$ cat config.mk
export PLATFORM = sky130hd
export DESIGN_NAME = l1i_mau
export DESIGN_NICKNAME = d
export VERILOG_FILES = /design/src/rtl/l1i_mau.sv
export SDC_FILE = /design/constraint.sdc
export NUM_CORES = 1
export LEC_CHECK = 0
export CAP_MARGIN = 40
export CORE_UTILIZATION = 40
export DETAILED_ROUTE_END_ITERATION = 16
export DONT_BUFFER_PORTS = 1
export PLACE_DENSITY = 0.54
export SYNTH_ARGS = -nofsm -noshare
export SYNTH_HDL_FRONTEND = slang
export SYNTH_SLANG_ARGS = --single-unit
export TNS_END_PERCENT = 50
$ cat constraint.sdc
create_clock -name clk -period 5.8 [get_ports clk]
set_input_delay 0.87 -clock clk [delete_from_list [all_inputs] [get_ports clk]]
set_output_delay 0.87 -clock clk [all_outputs]
set_load 0.005 [all_outputs]
$ cat src/rtl/l1i_mau.sv
// L1 instruction-cache memory access unit: turns one line-fill request into
// WORDS word reads on a pipelined memory port and returns the assembled line.
module l1i_mau #(
  parameter int ADDR_WIDTH = 32,
  parameter int LINE_WIDTH = 128,
  parameter int WORD_WIDTH = 32
) (
  input  logic                  clk,
  input  logic                  rst,
  input  logic                  mau_req_val,
  input  logic [ADDR_WIDTH-1:0] mau_req_addr,
  output logic                  mau_req_ack,
  output logic [LINE_WIDTH-1:0] mau_ack_data,
  output logic                  mem_req_val,
  output logic [ADDR_WIDTH-1:0] mem_req_addr,
  input  logic                  mem_req_rdy,
  input  logic                  mem_rsp_val,
  input  logic [WORD_WIDTH-1:0] mem_rsp_data
);

  localparam int WORDS = LINE_WIDTH / WORD_WIDTH;
  localparam int CW    = $clog2(WORDS) + 1;
  localparam int WB_SH = $clog2(WORD_WIDTH / 8);

  typedef enum logic [1:0] {IDLE, FILL, ACK} state_t;

  state_t                state_q, state_d;
  logic [ADDR_WIDTH-1:0] base_q, base_d;
  logic [CW-1:0]         iss_cnt_q, iss_cnt_d;
  logic [CW-1:0]         rsp_cnt_q, rsp_cnt_d;
  logic [LINE_WIDTH-1:0] line_q, line_d;
  logic                  ack_q, ack_d;
  logic                  drop_q, drop_d;
  logic                  issue, capture, last;

  assign mem_req_val  = (state_q == FILL) && (iss_cnt_q < CW'(WORDS));
  assign mem_req_addr = mem_req_val ? base_q + (ADDR_WIDTH'(iss_cnt_q) << WB_SH) : '0;
  assign issue        = mem_req_val && mem_req_rdy;
  assign capture      = (state_q == FILL) && mem_rsp_val && (rsp_cnt_q < CW'(WORDS));
  assign last         = capture && (rsp_cnt_q == CW'(WORDS - 1));

  assign mau_req_ack  = ack_q;
  assign mau_ack_data = line_q;

  always_comb begin
    state_d   = state_q;
    base_d    = base_q;
    iss_cnt_d = iss_cnt_q;
    rsp_cnt_d = rsp_cnt_q;
    line_d    = line_q;
    drop_d    = drop_q;
    ack_d     = 1'b0;
    case (state_q)
      IDLE: begin
        if (mau_req_val) begin
          base_d    = mau_req_addr & ~ADDR_WIDTH'(LINE_WIDTH / 8 - 1);
          iss_cnt_d = '0;
          rsp_cnt_d = '0;
          drop_d    = 1'b0;
          state_d   = FILL;
        end
      end
      FILL: begin
        if (issue) iss_cnt_d = iss_cnt_q + 1'b1;
        if (capture) rsp_cnt_d = rsp_cnt_q + 1'b1;
        for (int i = 0; i < WORDS; i++) begin
          if (capture && rsp_cnt_q == CW'(i)) line_d[i*WORD_WIDTH +: WORD_WIDTH] = mem_rsp_data;
        end
        // Once the requester lets go, the fill only drains outstanding reads.
        if (!mau_req_val) drop_d = 1'b1;
        if (last) begin
          state_d = ACK;
          ack_d   = mau_req_val && !drop_q;
        end
      end
      ACK:     state_d = IDLE;
      default: state_d = IDLE;
    endcase
  end

  always_ff @(posedge clk or posedge rst) begin
    if (rst) begin
      state_q   <= IDLE;
      base_q    <= '0;
      iss_cnt_q <= '0;
      rsp_cnt_q <= '0;
      line_q    <= '0;
      ack_q     <= 1'b0;
      drop_q    <= 1'b0;
    end else begin
      state_q   <= state_d;
      base_q    <= base_d;
      iss_cnt_q <= iss_cnt_d;
      rsp_cnt_q <= rsp_cnt_d;
      line_q    <= line_d;
      ack_q     <= ack_d;
      drop_q    <= drop_d;
    end
  end

endmodule

**Word level (Yosys, flattened, before mapping)**

Cells that the tools add are included.

- Eq/ne operators: 9
- Reductions and logical operators: 22
- Divide/modulo/power cells: 0
- Order comparisons: 2
- Muxes and demuxes: 14
- Shift operators: 0
- Bitwise logic cells: 0
- $add $sub $neg: 3
- $mul: 0

Operator list:

| cell | number |
|---|---|
| adder 32 x 5 -> 32 bit | 1 |
| two-way mux 32 bit | 1 |
| one-hot mux 3 bit (2 select lines) | 2 |
| AND reduction 2 bit | 6 |
| != test 2 bit, second input constant | 5 |
| logical AND 1 bit | 9 |
| two-way mux 3 bit | 3 |
| AND reduction 3 bit | 3 |
| adder 3 x 1 -> 3 bit, second input constant | 2 |
| equality test 3 x 2 -> 1 bit, second input constant | 2 |
| less-than comparator 3 bit, second input constant | 2 |
| two-way mux 1 bit | 4 |
| two-way mux 2 bit | 2 |
| one-hot mux 2 bit (2 select lines) | 1 |
| equality test 3 x 1 -> 1 bit, second input constant | 1 |
| zero test 3 bit | 1 |
| equality test 2 x 1 -> 1 bit, second input constant | 1 |
| zero test 2 bit | 1 |
| one-hot mux 1 bit (2 select lines) | 1 |
| nonzero test 2 bit | 1 |
| zero test 1 bit | 1 |

- Register bits: 166
- Memory bits (read-only): 0
- Output and inout port bits: 162
- Input bits: 69
- Bits in writable memories: 0
- Memories: 0
- Latch bits: 0

**Longest topological paths before layout**

- Depth after elaboration: 6
- Gate-level depth with buffers: 6
- Gate-level depth less buffers: 5

**Least setup slack after synthesis**

OpenSTA, ideal clock, no wires.

- Path type: reg-to-output
- Start: register base_q[10]
- End: output mem_req_addr[29]
- Arrival time: 1.665 ns
- Cell stages (with the launch flop): 5
- Path slack: 3.265 ns
- Path through: dfrtp_1 > and4_1 > or3b_4 > or4_1 > a21oi_1

- Word-level cells in the longest chain between the ends: 2

Ends and longest elaborated chain:

| item | line | text |
|---|---|---|
| start, declared | 28 | `logic [ADDR_WIDTH-1:0] base_q, base_d;` |
| start signal, assigned | 92 | `base_q <= base_d;` |
| adder 32 x 5 -> 32 bit | 37 | `assign mem_req_addr = mem_req_val ? base_q + (ADDR_WIDTH'(iss_cnt_q) << WB_SH) : '0;` |
| two-way mux 32 bit | 37 |  |
| end, declared | 15 | `output logic [ADDR_WIDTH-1:0] mem_req_addr,` |

Every way passes these cells.

**Final worst setup path**

- Start: register base_q[5]
- End: output mem_req_addr[28]

The elaborated chain is that of the path after synthesis.

==> results.md <==
- Post-CTS Resized: 0
- EDFF count, synth: 0
- CTS tree: yes
- Initial antenna violation count: 0
- Initial DRC Count: 155
- Routed WL: 15800 µm
- CTS Buf Count: 17
- Final worst slack: 2.32 ns
- PwrDens: 535 nW/µm²
- Commonest cells in the netlist: 166 x dfrtp_1, 124 x mux2_2, 93 x nand2_1
- Crit. End Element: output pin
- Synth warnings: 0
- Peak Freq: 0.288 GHz
- CTS HTree Levels: 4
- Die width: 134 µm
- Yosys reg bits: 166
- First-pass GRT wire length: 24900 µm
- Critical Path AT: 2.61 ns
- Share of layout cells above drive strength 1: 0.305
- RSZ-0062 raised after global routing: no
- Netlist cell types: 34
- Final hold slack: 0.291 ns
- Die H: 134 µm
- Routed Antenna Nets: 0
- Clock buffer depth: 2
- Slew HR: 0.596
- Root buffer cell: clkbuf_16
- Routed len/inst: 19.9 µm
- Static leakage: 3.65 nW
- First-pass iteration count of the detailed router: 4
- DIE AREA: 18000 µm²
- Core area: 16800 µm²
- Syn avg cell area: 12.5 µm²
- Setup TNS: 0 ns
- DP HPWL: 11000 µm
- Top_reg_cell synth: dfrtp_1
- HP Class: in2async
- Final Hold Violating Endpoints: 0
- Reg2Reg Setup Slack: 3.41 ns
- Clk sinks: 166
- Number of global-route vias before repair: 4565
- Category of the most critical setup path: reg2out
- Final worst path period need: 3.48 ns
- Yosys top cell by area: dfrtp_1
- R2R Path Start: state_q[1]
- Final-stage net count: 635
- Most common cell in the synthesized netlist: dfrtp_1
- Vias/cell: 5.42
- Final setup violation count: 0
- Worst vdd ir: 0.259 mV
- Syn Inst Count: 560
- IO Port Bufs: 0
- Via count of the routed design: 4288
- Status: finished, final reports clean
- Post-CTS Setup Inserts: 0
- Skew-Pair Late Insertion Delay: 0.41 ns
- Total track usage: 0.180
- Area Growth Syn to Fin: 12.9%
- Slew @ Worst Pin: 0.607 ns
- Total congestion overflow: 0
- Async S/R FF share, synth: 1.00
- Final period utilization: 0.599
- Row cnt: 47
- DRC viols: 0
- Place WS: 2.75 ns
- Cell Area, Synth: 6980 µm²
- WP data required: 4.93 ns
- Largest net degree at the start of global routing: 86
- Largest fanout on the critical path: 17
- R2R depth: 5
- Initial core utilization: 0.415
- # hold bufs at CTS: 0
- Clk_skew: 0.00883 ns
- Antenna fix cells: 0
- Post-synth top area share: 0.595
- Sequential share of the synthesized area: 0.595
- Most area-consuming cells after synthesis: dfrtp_1 60%, mux2_2 20%, nand2_1 5.0%
- Slew Limit Fails: 0
- Worst flop-to-flop path endpoint: mau_ack_data[14]
- Final Wtd Congestion: 0.803
- Startpoint Class: flip-flop
- Number of top-level pins: 231
- Max-Cap Viols: 0
- Clk slew on worst S/H paths: 0.07 ns
worst max-delay path, cell delays in order, from the launching register on:
cell and delay [ns]:
dfrtp_1 0.44, and4_1 0.41, nand4_1 0.53, or4_1 0.58
a21oi_1 0.23
routing by layer:
layer  vias to the layer above  wire length (µm)  global-route usage
met1                      2197              6190               0.209
met5                         -                 0                   0
li1                       1927                 -                   -
met2                       149              7840               0.297
met3                        15              1510              0.0805
met4                         0               212              0.0574
placed cells by master, fill, tap and decap left out, types with 2 or more instances in the layout:
cell          n
and2_1        4
nand4_1       9
clkbuf_16    17
nor2_1       13
mux2_2      124
conb_1        2
o31ai_1       8
dfrtp_1     166
ha_1          8
nand3_1       9
buf_4         2
mux2_1        5
clkinvlp_4    2
or3_1         9
and3_1        5
buf_16        5
inv_1        10
xor2_1        8
inv_6         8
nand2_1      89
or2_2         2
a21oi_1      18
o21ai_0      14
clkinv_2      4
xnor2_1       2
or4_1         8
nand2b_1      2
and4_1        3
nand2_2       4
worst max-delay path by stage:
stage                         start                to  slack (ns)  depth (start not counted)
final                     base_q[5]  mem_req_addr[28]        2.32                          4
after global placement    base_q[5]  mem_req_addr[28]        2.81                          4
after CTS                 base_q[5]  mem_req_addr[28]        2.29                          4
after global routing      base_q[5]  mem_req_addr[28]        2.09                          4
after floorplan                 rst        base_q[10]        0.44                          1
after detailed placement  base_q[5]  mem_req_addr[28]        2.75                          4
logic make-up after synthesis:
logic type,after synthesis,share of synthesized area
multiplexers,130,0.210
XOR/XNOR,10,0.0126
AND/OR/NAND/NOR,161,0.109
AO/OA/AOI/OAI,44,0.0359
other,1,0.000537
buffers and inverters,40,0.0231
adder cells (fa/ha/maj),8,0.0143
flip-flops,166,0.595
area by class of cell:
| class | instances | area, µm² |
|---|---|---|
| repair buffers | 7 | 153 |
| flip-flops and latches | 166 | 4150 |
| clock buffers | 17 | 425 |
| multi-input cells | 355 | 2680 |
| well taps | 220 | 275 |
| clock inverters | 15 | 143 |
| fillers | 1550 | 8940 |
| inverters | 11 | 46.3 |
flip-flops by register name, indices dropped and copies added, names as in the netlist:
name / cells
mau_req_ack: 1
state_q: 2
mau_ack_data: 128
rsp_cnt_q: 3
base_q: 28
drop_q: 1
iss_cnt_q: 3
metrics by stage:
stage                     utilization  power, W  cells  cell area, µm²
after detailed placement        0.435   0.00318    759            7310
after CTS                       0.468   0.00427    791            7880
after floorplan                     -   0.00282    561            6980
after global routing            0.468   0.00449    791            7880
after global placement          0.426   0.00309    754            7170
final                           0.468   0.00421    791            7880
power breakdown:
group          internal [W]  switching (W)
Sequential          0.00169       0.000484
Combinational      0.000517       0.000441
Clock              0.000601       0.000476
Total               0.00281        0.00140
No activity file was read; power rests on OpenSTA's default activity.
